[src/rtl/bus_switch_pkg.sv]
// Shared definitions for the registered data-bus switch: direction state
// encoding, turnaround counter width and the default downstream bit mask.
package bus_switch_pkg;

    typedef enum logic [1:0] {
        IDLE = 2'd0,
        UP   = 2'd1,
        DOWN = 2'd2,
        TURN = 2'd3
    } sw_state_t;

    localparam int CNT_W = 3;

    localparam logic [7:0] DEFAULT_MASK = 8'h38;

endpackage

[src/rtl/bus_switch_lane.sv]
// One bidirectional switch: direction FSM with dead-time turnaround,
// downstream mask latch and sticky up/down conflict flag.
module bus_switch_lane
    import bus_switch_pkg::*;
#(
    parameter int            DW       = 8,
    parameter int            DEAD_CYC = 1,
    parameter logic [DW-1:0] MASK     = DW'(DEFAULT_MASK)
) (
    input  logic          clk,
    input  logic          nreset,
    input  logic          u_i,
    input  logic          d_i,
    input  logic          mask_en_i,
    input  logic          err_clr_i,
    input  logic [DW-1:0] lo_in_i,
    input  logic [DW-1:0] hi_in_i,
    output logic [DW-1:0] hi_out_o,
    output logic          hi_oe_o,
    output logic [DW-1:0] lo_out_o,
    output logic          lo_oe_o,
    output logic          busy_o,
    output logic          err_o
);

    localparam logic [CNT_W-1:0] TURN_LOAD = CNT_W'(DEAD_CYC - 1);

    sw_state_t        state_q, state_d;
    sw_state_t        target_q, target_d;
    logic [CNT_W-1:0] cnt_q, cnt_d;
    logic             mask_q, mask_d;
    logic             err_q, err_d;

    logic req_u;
    logic req_d;
    logic conflict;

    // Simultaneous up and down requests are ambiguous and count as no request.
    assign req_u    = u_i & ~d_i;
    assign req_d    = d_i & ~u_i;
    assign conflict = u_i & d_i;

    always_comb begin
        state_d  = state_q;
        target_d = target_q;
        cnt_d    = cnt_q;
        case (state_q)
            IDLE: begin
                if (req_u) begin
                    state_d = UP;
                end else if (req_d) begin
                    state_d = DOWN;
                end
            end
            UP: begin
                if (req_d) begin
                    state_d  = TURN;
                    target_d = DOWN;
                    cnt_d    = TURN_LOAD;
                end else if (!req_u) begin
                    state_d = IDLE;
                end
            end
            DOWN: begin
                if (req_u) begin
                    state_d  = TURN;
                    target_d = UP;
                    cnt_d    = TURN_LOAD;
                end else if (!req_d) begin
                    state_d = IDLE;
                end
            end
            TURN: begin
                // A fresh request retargets the turnaround but never restarts the dead time.
                if (req_u) begin
                    target_d = UP;
                end else if (req_d) begin
                    target_d = DOWN;
                end
                if (cnt_q == '0) begin
                    if ((target_d == UP && req_u) || (target_d == DOWN && req_d)) begin
                        state_d = target_d;
                    end else begin
                        state_d = IDLE;
                    end
                end else begin
                    cnt_d = cnt_q - 1'b1;
                end
            end
            default: state_d = IDLE;
        endcase

        // Mask choice is frozen on entry so it cannot change during a downstream transfer.
        mask_d = ((state_d == DOWN) && (state_q != DOWN)) ? mask_en_i : mask_q;
        err_d  = conflict | (err_q & ~err_clr_i);
    end

    always_ff @(posedge clk) begin
        if (!nreset) begin
            state_q  <= IDLE;
            target_q <= IDLE;
            cnt_q    <= '0;
            mask_q   <= 1'b0;
            err_q    <= 1'b0;
        end else begin
            state_q  <= state_d;
            target_q <= target_d;
            cnt_q    <= cnt_d;
            mask_q   <= mask_d;
            err_q    <= err_d;
        end
    end

    assign hi_oe_o  = (state_q == UP);
    assign lo_oe_o  = (state_q == DOWN);
    assign busy_o   = (state_q != IDLE);
    assign err_o    = err_q;
    assign hi_out_o = lo_in_i;
    assign lo_out_o = mask_q ? (hi_in_i & ~MASK) : hi_in_i;

endmodule

[src/rtl/bus_switch_seq.sv]
// Registered data-bus switch array: NUM_SW independent lanes joining lower
// and upper bus segments, fed from the control sequencer strobes.
module bus_switch_seq
    import bus_switch_pkg::*;
#(
    parameter int            NUM_SW   = 2,
    parameter int            DW       = 8,
    parameter int            DEAD_CYC = 1,
    parameter logic [DW-1:0] MASK     = DW'(DEFAULT_MASK)
) (
    input  logic                 clk,
    input  logic                 nreset,
    input  logic [NUM_SW-1:0]    ctl_sw_u,
    input  logic [NUM_SW-1:0]    ctl_sw_d,
    input  logic [NUM_SW-1:0]    ctl_mask_en,
    input  logic                 err_clr,
    input  logic [NUM_SW*DW-1:0] lo_in,
    input  logic [NUM_SW*DW-1:0] hi_in,
    output logic [NUM_SW*DW-1:0] hi_out,
    output logic [NUM_SW-1:0]    hi_oe,
    output logic [NUM_SW*DW-1:0] lo_out,
    output logic [NUM_SW-1:0]    lo_oe,
    output logic [NUM_SW-1:0]    sw_busy,
    output logic [NUM_SW-1:0]    sw_err
);

    for (genvar i = 0; i < NUM_SW; i++) begin : g_lane
        bus_switch_lane #(
            .DW       (DW),
            .DEAD_CYC (DEAD_CYC),
            .MASK     (MASK)
        ) u_lane (
            .clk       (clk),
            .nreset    (nreset),
            .u_i       (ctl_sw_u[i]),
            .d_i       (ctl_sw_d[i]),
            .mask_en_i (ctl_mask_en[i]),
            .err_clr_i (err_clr),
            .lo_in_i   (lo_in[i*DW +: DW]),
            .hi_in_i   (hi_in[i*DW +: DW]),
            .hi_out_o  (hi_out[i*DW +: DW]),
            .hi_oe_o   (hi_oe[i]),
            .lo_out_o  (lo_out[i*DW +: DW]),
            .lo_oe_o   (lo_oe[i]),
            .busy_o    (sw_busy[i]),
            .err_o     (sw_err[i])
        );
    end

endmodule

[config.mk]
export PLATFORM = sky130hd
export DESIGN_NAME = bus_switch_seq
export DESIGN_NICKNAME = d
export VERILOG_FILES = /design/src/rtl/bus_switch_pkg.sv /design/src/rtl/bus_switch_lane.sv /design/src/rtl/bus_switch_seq.sv
export SDC_FILE = /design/constraint.sdc
export NUM_CORES = 1
export LEC_CHECK = 0
export ABC_AREA = 0
export CORE_MARGIN = 8
export CORE_UTILIZATION = 50
export CTS_CLUSTER_DIAMETER = 120
export CTS_CLUSTER_SIZE = 40
export DETAILED_ROUTE_END_ITERATION = 12
export DONT_BUFFER_PORTS = 1
export GPL_ROUTABILITY_DRIVEN = 0
export PLACE_DENSITY = 0.67
export SLEW_MARGIN = 5
export SYNTH_ARGS = -nofsm -noshare
export SYNTH_HDL_FRONTEND = slang
export SYNTH_SLANG_ARGS = --single-unit
export TNS_END_PERCENT = 100
[constraint.sdc]
create_clock -name clk -period 1.5 [get_ports clk]
set_input_delay 0.075 -clock clk [delete_from_list [all_inputs] [get_ports clk]]
set_output_delay 0.075 -clock clk [all_outputs]
set_load 0.05 [all_outputs]
==> impl_metrics.json, run 1 <==
{
  "path_buf_inv": 1,
  "crit_top_cell": "ha_4",
  "crit_fanout": 3,
  "cts_tree": "done",
  "vias": 780,
  "cap_violations": 0,
  "synth_cell_type_count": 27,
  "rsz0062_at_grt": "true",
  "max_slew_margin_pct": 68.7,
  "initial_utilization_pct": 51.8,
  "drc": 0,
  "yosysWarnings": 0,
  "fin_crit_sh_pct": 101,
  "crit_slowest_cell": "dfxtp_2",
  "grt_use_total_pct": 11.6,
  "final_cell_mix": "buf_4, nor2b_1, dfxtp_1",
  "period_needed_ps": 1510,
  "critPathTopFamily": "flip-flops",
  "criticalPathCategory": "flop to flop",
  "cts_made_buffers": 3,
  "slowest_delay_ps": 330,
  "synth_top_area_cell": "dfxtp_1",
  "dr.first_iter.drc_count": 11,
  "worst_setup_path_start_kind": "flop",
  "hold_viol_final": 0,
  "num_antenna_cells": 0,
  "syn_to_final_growth_pct": 5.95,
  "tightest_slew_ps": 468,
  "fin_total_pwr_uw": 867,
  "die_area_um2": 3990,
  "clk_pin_slew_worst_paths_ps": 80,
  "fp-row-count": 17,
  "postLayoutCoreUtil_pct": 54.9,
  "synth_area_um2": 1110,
  "hp-class": "primary input to flop",
  "required_ps": 1690,
  "hold_slack_ps": 34.1,
  "drive_above_1_share_pct": 31.5,
  "grt_max_degree": 15,
  "leakage_uw": 0.000504,
  "die_w_um": 63.2,
  "powerDensity_nw_per_um2": 735,
  "setup-violations-final": 1,
  "dr.pass1.iters": 4,
  "clock_path_buffers": 2,
  "io_pins": 81,
  "synth_top_area_share_pct": 25.2,
  "htree_levels": 1,
  "postSynthNetCount": 178,
  "layout_commonest_cell": "buf_4",
  "antenna_found_initial": 0,
  "drt_wl_total_um": 2460,
  "die_y_um": 63.2,
  "violations": "negative setup slack",
  "ant_nets": 0,
  "clkLatencyLatePin_ps": 270,
  "dp_hpwl_um": 1710,
  "synth_seq_cells": 14,
  "layout_setup_ws_ps": -10.8,
  "status": "finished, violations left",
  "port_buffers": 0,
  "coreArea_um2": 2150,
  "irDropWorstVdd_v": 0.000458,
  "crit_chain": "inv_2 > ha_4 > ha_4 > and3b_2 > a211oi_4 > mux2i_1",
  "clock-sinks": 14,
  "viasPerCell": 5.13,
  "wl_per_cell_um": 16.2,
  "grt_pass1_wl_um": 3920,
  "grt_pass1_vias": 845,
  "gr-total-overflow": 0,
  "yosys-top-cells-area": "dfxtp_1, buf_4, nor2b_1",
  "fin_nets": 170,
  "syn_inst": 133,
  "avgSynthCellArea_um2": 8.37,
  "cts-root-buf": "clkbuf_4",
  "drv_slew": 0,
  "cp.arrival_ps": 1700,
  "cp-end-kind": "flop",
  "fmax_mhz": 662,
  "synth_seq_area_share_pct": 25.2,
  "fin_worst_skew_ps": 0.906
}
-- cell usage after synthesis --
library cell  instances
buf_4                35
dfxtp_1              14
nor2b_1              13
nand2_1              10
inv_1                 9
mux2i_1               8
nor2_1                5
buf_2                 4
ha_1                  4
nand4b_1              4
o21ai_1               3
a211oi_4              2
a21oi_1               2
a22oi_1               2
and3b_1               2
nand2b_1              2
nand4_1               2
nor3_1                2
nor3b_1               2
a21boi_1              1
and3_1                1
and4bb_1              1
and4bb_4              1
clkbuf_1              1
nand3_1               1
nor2b_2               1
or2_1                 1
-- state kept, by name, indices dropped and copies added (netlist names) --
signal	count
g_lane.u_lane.mask_q	2
g_lane.u_lane.err_o	2
g_lane.u_lane.state_q	4
g_lane.u_lane.cnt_q	6
-- worst reg2reg max path, stage by stage, from the launching register on --
cell      delay [ps]
dfxtp_2          330
inv_2             70
ha_4             150
ha_4             130
and3b_2          230
a211oi_4         310
mux2i_1          220
-- layout make-up --
class,count,area [µm²]
timing repair buffer,27,225
sequential,14,284
inverter,9,33.8
fill,205,968
tap,28,35.0
multi-input combinational,70,566
clock buffer,4,36.3
-- cells by family (layout without fill, tap and decap cells) --
kind of cell | after synthesis | in the layout | share of synthesized area (%)
flops | 14 | 14 | 25.2
compound gates | 10 | 10 | 7.86
mux | 8 | 8 | 7.19
simple gates | 48 | 48 | 26.5
fa+ha+maj | 4 | 4 | 4.49
buf+inv | 49 | 40 | 28.8
-- per-stage QoR --
stage	setup TNS, ps	setup slack, ps	instances	cell area (µm²)
global placement	0	48.2	135	967
global route	-191	-64.2	152	1180
detailed placement	-5.66	-5.66	135	967
CTS	-3.96	-3.96	149	1130
floorplan	0	157	133	1110
finish	-10.8	-10.8	152	1180
-- metal layers --
| metal | wire length (µm) | GRT usage [%] | share of wire [%] | vias to the layer above |
|---|---|---|---|---|
| li1 | - | - | - | 385 |
| met1 | 814 | 10.4 | 33 | 350 |
| met2 | 1380 | 22.4 | 56 | 41 |
| met3 | 234 | 5.30 | 9.5 | 4 |
| met4 | 34 | 3.90 | 1.4 | 0 |
| met5 | 0 | 0 | 0 | - |
-- repair_timing --
action	4_1_cts	5_1_grt
gates resized for setup	8	9
buffers inserted	1	3
hold buffers	9	0
pin swaps	3	6
hold endpoints to repair	12	0
endpoints found under the setup margin	1	6
-- path summary, 6_finish.rpt --
check | slack, ps | startpoint | end | depth (start not counted)
worst min-delay path | 30 | nreset | g_lane[1].u_lane.err_o$_SDFF_PN0_ | 2
worst min register to register | 470 | g_lane[1].u_lane.cnt_q[1]$_SDFFE_PN0P_ | g_lane[1].u_lane.cnt_q[1]$_SDFFE_PN0P_ | 2
worst max register to register | -10 | g_lane[1].u_lane.cnt_q[1]$_SDFFE_PN0P_ | g_lane[1].u_lane.cnt_q[0]$_SDFFE_PN0P_ | 6
worst max-delay path | -10 | g_lane[1].u_lane.cnt_q[1]$_SDFFE_PN0P_ | g_lane[1].u_lane.cnt_q[0]$_SDFFE_PN0P_ | 6
-- report_power, final --
part | internal [µW] | switching (µW)
combinational | 77.2 | 136
clock | 147 | 110
sequential | 382 | 14.7
total | 607 | 261
(Power assumes the default switching activity.)
==> run 2: changes to the inputs <==
Settings changed: CTS_BUF_LIST set to sky130_fd_sc_hd__clkbuf_16.
==> impl_metrics.json, run 2 (synthesis gave the netlist of run 1 again) <==
{
  "fin_cells": 147,
  "fp-row-count": 17,
  "dr.first_iter.drc_count": 7,
  "swShare_pct": 25.7,
  "clock_path_buffers": 2,
  "wl_per_cell_um": 15.9,
  "drt_wl_total_um": 2330,
  "final_cell_mix": "buf_4, nor2b_1, dfxtp_1",
  "powerDensity_nw_per_um2": 923,
  "cp.arrival_ps": 1650,
  "clockPowerShare_pct": 44.8,
  "hold_viol_final": 2,
  "fin_worst_skew_ps": 0.848,
  "fin_total_pwr_uw": 1080,
  "largest_reg_flops": 6,
  "clock-sinks": 14,
  "regMostFlops": "g_lane.u_lane.cnt_q",
  "worstReg2RegStart": "g_lane[1].u_lane.cnt_q[1]$_SDFFE_PN0P_",
  "layout_setup_ws_ps": 7.91,
  "seqPwrFrac_pct": 36.8,
  "leakage_uw": 0.000501,
  "fmax_mhz": 670,
  "port_buffers": 0,
  "clkLatencyLatePin_ps": 240,
  "worstHoldStart": "nreset",
  "status": "finished, violations left",
  "viasPerCell": 5.24,
  "clk_pin_slew_worst_paths_ps": 40,
  "tightest_slew_ps": 420,
  "worst_setup_path_start_kind": "flop",
  "layout_commonest_cell": "buf_4",
  "crit_fanout": 3,
  "cp-end-kind": "flop",
  "hold_end": "g_lane[1].u_lane.cnt_q[0]$_SDFFE_PN0P_",
  "cts-root-buf": "clkbuf_16",
  "holdPathStages": 2,
  "multi_input_area_um2": 566,
  "rsz0062_at_grt": "true",
  "setup-violations-final": 0,
  "drive_above_1_share_pct": 31.1,
  "antenna_found_initial": 0,
  "htree_levels": 1,
  "hp-class": "primary input to flop",
  "syn_to_final_growth_pct": 5.51,
  "gr-total-overflow": 0,
  "dp_cells": 135,
  "nFillCells": 201,
  "p_int_uw": 805,
  "grt_pass1_wl_um": 3690,
  "dp_worst_setup_slack_ps": -5.66,
  "die_y_um": 63.2,
  "fin_crit_sh_pct": 99.5,
  "irDropWorstVdd_v": 0.000614,
  "max_slew_margin_pct": 72.0,
  "grt_use_total_pct": 10.9,
  "criticalPathCategory": "flop to flop",
  "num_antenna_cells": 0,
  "seq_area_um2": 284,
  "violations": "negative hold slack",
  "die_w_um": 63.2,
  "io_pins": 81,
  "die_area_um2": 3990,
  "dr.pass1.iters": 3,
  "hold_slack_ps": -8.82,
  "cts_made_buffers": 3,
  "reg2reg_to": "g_lane[1].u_lane.cnt_q[0]$_SDFFE_PN0P_",
  "coreArea_um2": 2150,
  "required_ps": 1660,
  "drv_slew": 0,
  "p_sw_uw": 279,
  "fin_nets": 165,
  "drc": 0,
  "grt_pass1_vias": 828,
  "cap_violations": 0,
  "r2r_cells": 6,
  "ant_nets": 0,
  "top_regs": "g_lane.u_lane.cnt_q x6, g_lane.u_lane.state_q x4",
  "cts_tree": "done",
  "dp_hpwl_um": 1710,
  "initial_utilization_pct": 51.8,
  "grt_max_degree": 13,
  "vias": 771,
  "reg2reg_slack_ps": 8,
  "pwr-share-comb_pct": 18.4,
  "period_needed_ps": 1490
}
-- run 2: layout make-up --
cell class,count,area share (%)
Multi-Input combinational cell,70,48.1
Clock inverter,1,0.319
Inverter,9,2.88
Tap cell,28,2.98
Timing Repair Buffer,22,15.1
Sequential cell,14,24.2
Clock buffer,3,6.39
-- run 2: per-stage QoR --
step	util, %	TNS (ps)	cell area (µm²)
after global routing	54.7	-136	1170
after global placement	45.0	0	967
after detailed placement	45.0	-5.66	967
after CTS	52.7	0	1130
final	54.7	0	1170
after floorplan	-	0	1110
-- run 2: power groups by stage --
stage,combinational (µW),sequential [µW],clock [µW]
4_1_cts,200,398,491
6_report,200,398,486
2_1_floorplan,362,397,0
5_1_grt,210,400,521
3_3_place_gp,186,404,0
3_5_place_dp,187,405,0
-- run 2: layer usage --
layer,vias up,GRT usage (%),part of all wire [%]
li1,377,-,-
met1,348,9.22,34
met2,42,21.0,54
met3,4,5.83,10
met4,0,3.90,1.5
met5,-,0,0
-- run 2: worst max-delay path by stage --
| stage | from | endpoint | cells after the start |
|---|---|---|---|
| floorplan | g_lane[0].u_lane.cnt_q[0]$_SDFFE_PN0P_ | g_lane[0].u_lane.cnt_q[0]$_SDFFE_PN0P_ | 6 |
| global placement | g_lane[0].u_lane.cnt_q[0]$_SDFFE_PN0P_ | g_lane[0].u_lane.cnt_q[1]$_SDFFE_PN0P_ | 6 |
| detailed placement | g_lane[0].u_lane.cnt_q[0]$_SDFFE_PN0P_ | g_lane[0].u_lane.cnt_q[0]$_SDFFE_PN0P_ | 6 |
| CTS | g_lane[0].u_lane.cnt_q[0]$_SDFFE_PN0P_ | g_lane[0].u_lane.cnt_q[0]$_SDFFE_PN0P_ | 6 |
| global route | g_lane[1].u_lane.cnt_q[1]$_SDFFE_PN0P_ | g_lane[1].u_lane.cnt_q[0]$_SDFFE_PN0P_ | 6 |
| finish | g_lane[1].u_lane.cnt_q[1]$_SDFFE_PN0P_ | g_lane[1].u_lane.cnt_q[0]$_SDFFE_PN0P_ | 6 |
-- run 2: repair_timing --
item,CTS,global route
hold buffers,5,0
setup endpoints to repair,1,6
hold endpoints to repair,6,0
setup buffers,1,2
resized for setup,8,9
pin swaps,3,6
-- run 2: worst max-delay path, stage by stage (launching register included) --
cell and delay [ps]:
dfxtp_2 320, inv_2 70, ha_4 150, ha_4 130
and3b_2 220, a211oi_4 300, mux2i_1 230
